`src/rtl/switch_module.sv`:
```
// Shared-buffer crossbar switch with one virtual output queue per
// (destination, source) pair. Ingress words are steered into VOQ[rx][src];
// each egress pops from the source selected by an external scheduler.
// Optional build macro SWITCH_STATUS_EN adds a voq_nempty status output
// (one bit per VOQ) for the scheduler.
module switch_module #(
    parameter int PORT_NUB   = 4,
    parameter int DATA_WIDTH = 8,
    parameter int FIFO_DEPTH = 4,
    parameter int WIDTH_SEL  = $clog2(PORT_NUB),
    parameter int WIDTH_PORT = 1 + 2*WIDTH_SEL + DATA_WIDTH
) (
    input  logic                           clk,
    input  logic                           rst,
    input  logic [PORT_NUB*WIDTH_PORT-1:0] port_in,
    input  logic [PORT_NUB*WIDTH_SEL-1:0]  rd_sel,
    input  logic [PORT_NUB-1:0]            rd_en,
    output logic [PORT_NUB*WIDTH_PORT-1:0] port_out
`ifdef SWITCH_STATUS_EN
    ,
    output logic [PORT_NUB*PORT_NUB-1:0]   voq_nempty
`endif
);

    localparam int NQ = PORT_NUB * PORT_NUB;
    localparam int AW = $clog2(FIFO_DEPTH);
    localparam int WW = 2*WIDTH_SEL + DATA_WIDTH;

    // Per-VOQ status and head-of-queue word, flattened by index dst*PORT_NUB+src.
    logic [NQ-1:0]    q_empty;
    logic [NQ-1:0]    q_full;
    logic [NQ*WW-1:0] head_flat;

    for (genvar d = 0; d < PORT_NUB; d++) begin : g_dst
        for (genvar s = 0; s < PORT_NUB; s++) begin : g_src
            localparam int Q = d*PORT_NUB + s;

            logic [AW:0]          wr_ptr;
            logic [AW:0]          rd_ptr;
            logic [WW-1:0]        mem [FIFO_DEPTH];
            logic                 in_valid;
            logic [WIDTH_SEL-1:0] in_rx;
            logic                 pop_ok;
            logic                 push_ok;

            assign in_valid = port_in[s*WIDTH_PORT + WIDTH_PORT - 1];
            assign in_rx    = port_in[s*WIDTH_PORT + WW - 1 -: WIDTH_SEL];

            assign q_empty[Q] = (wr_ptr == rd_ptr);
            assign q_full[Q]  = (wr_ptr[AW] != rd_ptr[AW]) &&
                                (wr_ptr[AW-1:0] == rd_ptr[AW-1:0]);

            assign pop_ok  = rd_en[d] &&
                             (rd_sel[d*WIDTH_SEL +: WIDTH_SEL] == WIDTH_SEL'(s)) &&
                             !q_empty[Q];
            // A pop in the same cycle frees the slot, so a full queue still accepts.
            assign push_ok = in_valid && (in_rx == WIDTH_SEL'(d)) &&
                             (!q_full[Q] || pop_ok);

            assign head_flat[Q*WW +: WW] = mem[rd_ptr[AW-1:0]];

            // Advance pointers on accepted push / successful pop.
            always_ff @(posedge clk or posedge rst) begin
                if (rst) begin
                    wr_ptr <= '0;
                    rd_ptr <= '0;
                end else begin
                    if (push_ok) wr_ptr <= wr_ptr + 1'b1;
                    if (pop_ok)  rd_ptr <= rd_ptr + 1'b1;
                end
            end

            // Storage write; contents need no reset since the pointers gate visibility.
            always_ff @(posedge clk) begin
                if (push_ok) mem[wr_ptr[AW-1:0]] <= port_in[s*WIDTH_PORT +: WW];
            end
        end
    end

    for (genvar n = 0; n < PORT_NUB; n++) begin : g_egress
        logic [WIDTH_SEL-1:0]   sel;
        logic [2*WIDTH_SEL-1:0] idx;
        logic                   pop;
        logic [WIDTH_PORT-1:0]  out_q;

        assign sel = rd_sel[n*WIDTH_SEL +: WIDTH_SEL];
        // PORT_NUB is a power of two, so {dst, src} is the flat VOQ index.
        assign idx = {WIDTH_SEL'(n), sel};
        assign pop = rd_en[n] && !q_empty[idx];

        // Register the popped word; idle or empty reads present all zeros.
        always_ff @(posedge clk or posedge rst) begin
            if (rst) begin
                out_q <= '0;
            end else if (pop) begin
                out_q <= {1'b1, head_flat[idx*WW +: WW]};
            end else begin
                out_q <= '0;
            end
        end

        assign port_out[n*WIDTH_PORT +: WIDTH_PORT] = out_q;
    end

`ifdef SWITCH_STATUS_EN
    assign voq_nempty = ~q_empty;
`endif

endmodule

```
`config.mk`:
```
export PLATFORM = sky130hd
export DESIGN_NAME = switch_module
export DESIGN_NICKNAME = d
export VERILOG_FILES = /design/src/rtl/switch_module.sv
export SDC_FILE = /design/constraint.sdc
export NUM_CORES = 1
export LEC_CHECK = 0
export CORE_UTILIZATION = 60
export DETAILED_ROUTE_END_ITERATION = 10
export PLACE_DENSITY_LB_ADDON = 0.2
export SLEW_MARGIN = 20
export SYNTH_ARGS = -nofsm -noshare
export SYNTH_HDL_FRONTEND = slang
export SYNTH_SLANG_ARGS = --single-unit
```
`constraint.sdc`:
```
create_clock -name clk -period 7.5 [get_ports clk]
set_clock_uncertainty 0.15 [all_clocks]
set_input_delay 1.875 -clock clk [delete_from_list [all_inputs] [get_ports clk]]
set_output_delay 1.875 -clock clk [all_outputs]
set_load 0.03 [all_outputs]
```
; ---- After elaboration in Yosys (flattened, before gate mapping)
; Memories as Yosys holds them, arrays and structs flattened.
; Index checks and enable logic that the tools add are counted.
[word_totals]
ramBits = 768
word_cells = 356
ff_bits = 148
n_memories = 16
input_bits = 66
output_inout_bits = 52
[mem_list]
columns = memory, words, word_bits, rd, rd_ports_with_merged_regs, wr, line_no
row1 = g_dst[0].g_src[0].mem, 4, 12, 1, 0, 1, 40  ; logic [WW-1:0] mem [FIFO_DEPTH];
row2 = g_dst[0].g_src[1].mem, 4, 12, 1, 0, 1, 40
row3 = g_dst[0].g_src[2].mem, 4, 12, 1, 0, 1, 40
row4 = g_dst[0].g_src[3].mem, 4, 12, 1, 0, 1, 40
row5 = g_dst[1].g_src[0].mem, 4, 12, 1, 0, 1, 40
row6 = g_dst[1].g_src[1].mem, 4, 12, 1, 0, 1, 40
row7 = 10 more memories, -, -, -, -, -, -
[classes]
n_shift = 4
mul = 4
add_sub_neg = 32
mux = 44
eq_ne = 72
magnitude_cmp = 4
n_reduce_logical = 144
[ops]
columns = operator, count
row1 = 192-bit by 9-bit indexed part select with 12-bit output, 2
row2 = 192-bit by 7-bit indexed part select with 12-bit output, 1
row3 = 192-bit by 8-bit indexed part select with 12-bit output, 1
row4 = "3-bit by 1-bit adder with 3-bit output, second input constant", 32
row5 = 1-bit logical AND, 84
row6 = 13-bit two-way mux, 4
row7 = 3-bit equality test, 16
row8 = 1-bit logical NOT, 36
row9 = 1-bit two-way mux, 36
row10 = 2-bit equality test, 16
row11 = "2-bit equality test, second input constant", 16
row12 = "2-bit by 1-bit equality test with 1-bit output, second input constant", 8
row13 = 2-bit logical NOT, 8
row14 = 1-bit logical OR, 16
row15 = 1-bit != test, 16
row16 = "4-bit by 2-bit multiplier with 6-bit output, second input constant", 2
row17 = "4-bit by 5-bit less-than comparator with 1-bit output, second input constant", 2
row18 = 1-bit binary-select mux with 2-bit select, 4
row19 = "2-bit by 5-bit less-than comparator with 1-bit output, second input constant", 1
row20 = "3-bit by 5-bit less-than comparator with 1-bit output, second input constant", 1
row21 = "3-bit by 2-bit multiplier with 5-bit output, second input constant", 1
row22 = "2-bit by 2-bit multiplier with 4-bit output, second input constant", 1

; ---- Longest topological paths before layout
[depth]
depth_word = 7
ltp_mapped = 6
ltp_nobuf = 4

; ---- Worst setup path after synthesis
; Ideal clock, no wire load.
[synth_timing]
kind = input to register
from = input port rd_sel[7]
to = memory g_dst[3].g_src[0].mem[0][0] (netlist name) (enable)
path_buffers = 1
path_slack_ps = 3917
arrival_time_ps = 3079
setup_ps = 355
stages = 4
required_ps = 6995
cell_sequence = buf_6 > or3b_1 > a41oi_2 > and2_1
[synth_between]
elab_chain_len = 7
[synth_lines]
columns = item, line_no
row1 = start: declaration, 16  ; input logic [PORT_NUB*WIDTH_SEL-1:0] rd_sel,
row2 = 2-bit logical NOT, 54  ; (rd_sel[d*WIDTH_SEL +: WIDTH_SEL] == WIDTH_SEL'(s)) &&
row3 = 1-bit logical AND, 53  ; assign pop_ok = rd_en[d] &&
row4 = 1-bit logical AND, 54
row5 = 1-bit logical OR, 58  ; (!q_full[Q] || pop_ok);
row6 = 1-bit logical AND, 57  ; assign push_ok = in_valid && (in_rx == WIDTH_SEL'(d)) &&
row7 = 1-bit two-way mux, 75  ; if (push_ok) mem[wr_ptr[AW-1:0]] <= port_in[s*WIDTH_PORT +: WW];
row8 = 1-bit two-way mux (not written as such), 75
row9 = end: declaration, 40
; Every way passes these cells.

; ---- Worst setup path in the final report
[layout_timing]
from = input port port_in[11]
to = memory g_dst[0].g_src[0].mem[0][2] (netlist name) (enable)
[layout_between]
elab_chain_len = 5
[layout_lines]
columns = item, line_no
row1 = start: declaration, 15  ; input logic [PORT_NUB*WIDTH_PORT-1:0] port_in,
row2 = 2-bit logical NOT, 57
row3 = 1-bit logical AND (2 in series), 57
row4 = 1-bit two-way mux, 75
row5 = 1-bit two-way mux (not written as such), 75
row6 = end: declaration, 40
; Every way passes these cells.

==> out/results.ini <==
[status]
status=completed

[floorplan]
fp.dieW_um=249
dieArea_um2=62000
fp.dieH_um=249
start_util=0.606
core_region_area_um2=60400
rows=90
io_pins=118

[global_routing]
grt_pass1_vias=18300
grt_pass1_wl_mm=122
gr-usage-all-layers=0.274
grt_max_degree=66
grt-ovfl-total=0
antenna_found_initial=5

[synth]
synth_top_area_share=0.630
yosysTopAreaCell=edfxtp_1
syn-num-nets=2035
synth-main-ff-cell=edfxtp_1
ys_seq_area_frac=0.731
yosysUniqueCellTypes=40
netlist_area_um2=36600
ys_ff_latch=916
syn_avg_cell_area_um2=19.4
synth_common_cells=edfxtp_1 (768), dfrtp_1 (148), a22oi_1 (144), mux4_2 (144), mux2i_1 (96)
synthTopCellsByArea=edfxtp_1 (63%), dfrtp_1 (10%), mux4_2 (8.9%)
yosysMostFrequentCell=edfxtp_1
synth_edf_count=768
ys_async_sr_fraction=0.162
ys_warn_count=0
syn_inst=1889

[final_layout]
nets=2175
syn2layout_area_growth_pct=13.1
final_area_um2=41400
drive_gt1_frac=0.161
insertedDiodeCount=0

[worst_setup_path]
r2r_slack_ns=4.45
regToRegStartpoint=g_dst[2].g_src[1].rd_ptr[0]
crit_chain=clkdlybuf4s50_1 > or3b_2 > a41oi_2 > and2_1
reg2reg_depth=3
cp_top_family=simple AND/OR/NAND/NOR gates
r2r_end=g_dst[2].g_src[1].mem[3][6]
setup.worst_path.end_class=register
path_buf_inv=1
crit_fanout=20
worstSetupStartpointType=input pin
cp_slowest_cell=clkdlybuf4s50_1
cp.arrival_ns=4.38
cp.required_ns=7.62
critical-path-max-stage-delay_ns=0.90
path_class=in2reg

[min_path]
hp-start=g_dst[1].g_src[2].wr_ptr[2]
hold_depth=1
min_path_type=reg2reg
hold_path_end=g_dst[1].g_src[2].wr_ptr[2]

[timing]
rsz0062_at_grt=no
timing.hold.ws_ns=0.376
tightest_slew_ns=1.13
fmax_ghz=0.235
setup_violations=0
finalMaxSlewViolations=0
period_share=0.568
period_needed_ns=4.26
fin_tns_setup_ns=0
finalHoldViolations=0
relSlewSlack=0.243

[clocking]
htree_levels=3
clk_pin_slew_worst_paths_ns=0.06
cts.sink_count=916
holdBufCountCts=0
cts_resized=0
cts_made_buffers=91
post_cts_buffers=0
insertion_delay_ns=0.64
cts_root_buf=clkbuf_16
clock_tree.buffer_depth=3
cts_tree=yes

[placed_design]
placed_area_um2=38400
port_buffers=117
hpwl_mm=55.4
place_congestion=0.899

[power]
finalPower_mw=15.1
leakage_nw=14.2
power-per-cell-area_nw_per_um2=365
peakVddDrop_v=0.000200

[routing]
via_per_inst=6.32
drc_errors=0
avgRoutedWirePerCell_um=28.6
drt-total-wl_mm=82.7
vias=18300
dr.pass1.iters=6
drtIter0Drc=1945
ant_nets=0

[run]
drv_cap=0

placed cells by master, fill, tap and decap left out, types with 5 or more instances in the layout:
master           count
clkdlybuf4s50_1    117
mux4_2             144
clkinv_1            11
or3b_1               7
nand3_1             12
buf_4               10
inv_1               35
clkbuf_16           92
ha_1                80
xor2_1              45
and2_1              64
nand3b_1            16
clkinv_2            14
clkbuf_8             9
clkbuf_1            29
nand2_1             34
a21oi_2              9
xnor2_1             79
edfxtp_1           768
a41oi_1              7
a31oi_1             11
o21ai_0             16
a41oi_2              9
bufinv_16            8
a22oi_1            144
nor2_1              17
mux2i_1             96
nand4_1             16
dfrtp_1            148
mux2_2              16
a31oi_2              5
cell families (layout without fill, tap and decap cells):
kind of cell | count (synthesis) | in the layout | synth area share
DFF | 916 | 916 | 0.731
muxes | 256 | 256 | 0.120
AOI/OAI and AO/OA | 208 | 208 | 0.0445
and+or+nand+nor | 184 | 184 | 0.0300
xor gates and xnor gates | 128 | 128 | 0.0315
buffers and inverters | 117 | 334 | 0.0155
adders and majority gates | 80 | 80 | 0.0274
routing by layer:
layer,vias to the layer above,share of wire,track usage
li1,7817,-,-
met1,9463,0.41,0.399
met2,827,0.47,0.419
met3,136,0.097,0.0615
met4,8,0.026,0.0834
met5,-,0.00068,0
worst max-delay path by stage:
| stage | start | to | slack (ns) | depth (start not counted) |
|---|---|---|---|---|
| global placement | port_in[11] | g_dst[0].g_src[0].mem[0][5] | 2.78 | 4 |
| floorplan | rst | g_dst[0].g_src[0].rd_ptr[0] | 1.50 | 1 |
| detailed placement | port_in[11] | g_dst[0].g_src[0].mem[1][5] | 2.66 | 4 |
| global route | port_in[11] | g_dst[0].g_src[0].mem[0][4] | 3.14 | 4 |
| CTS | port_in[11] | g_dst[0].g_src[0].mem[0][2] | 3.27 | 4 |
| finish | port_in[11] | g_dst[0].g_src[0].mem[0][2] | 3.24 | 4 |
state kept, by name (all words and copies together), names as in the netlist:
| signal | count |
|---|---|
| g_dst.g_src.mem | 768 |
| g_dst.g_src.rd_ptr | 48 |
| g_dst.g_src.wr_ptr | 48 |
| g_egress.out_q | 52 |
power breakdown:
part           internal [mW]  switching, mW
sequential              6.14          0.844
combinational           1.71           1.91
clock                   2.63           1.87
total                   10.5           4.62
worst register-to-register path: stages, from the launching register on:
cell	delay, ns
dfrtp_1	0.96
xnor2_1	0.37
a41oi_1	0.55
and2_1	0.64
metrics by stage:
step,worst slack (ns),util,std cells
5_1_grt,3.14,0.686,2888
2_1_floorplan,1.50,-,1889
6_report,3.24,0.686,2888
3_5_place_dp,2.66,0.636,2718
3_3_place_gp,2.78,0.636,2718
4_1_cts,3.27,0.685,2888
area by class of cell:
cell class | count | area (µm²)
Sequential cell | 916 | 26800
Clock buffer | 130 | 2530
Fill cell | 3750 | 19000
Tap cell | 782 | 978
Timing Repair Buffer | 127 | 1250
Multi-Input combinational cell | 856 | 9280
Clock inverter | 40 | 432
Inverter | 37 | 144
Power figures use the tool's default switching activity.
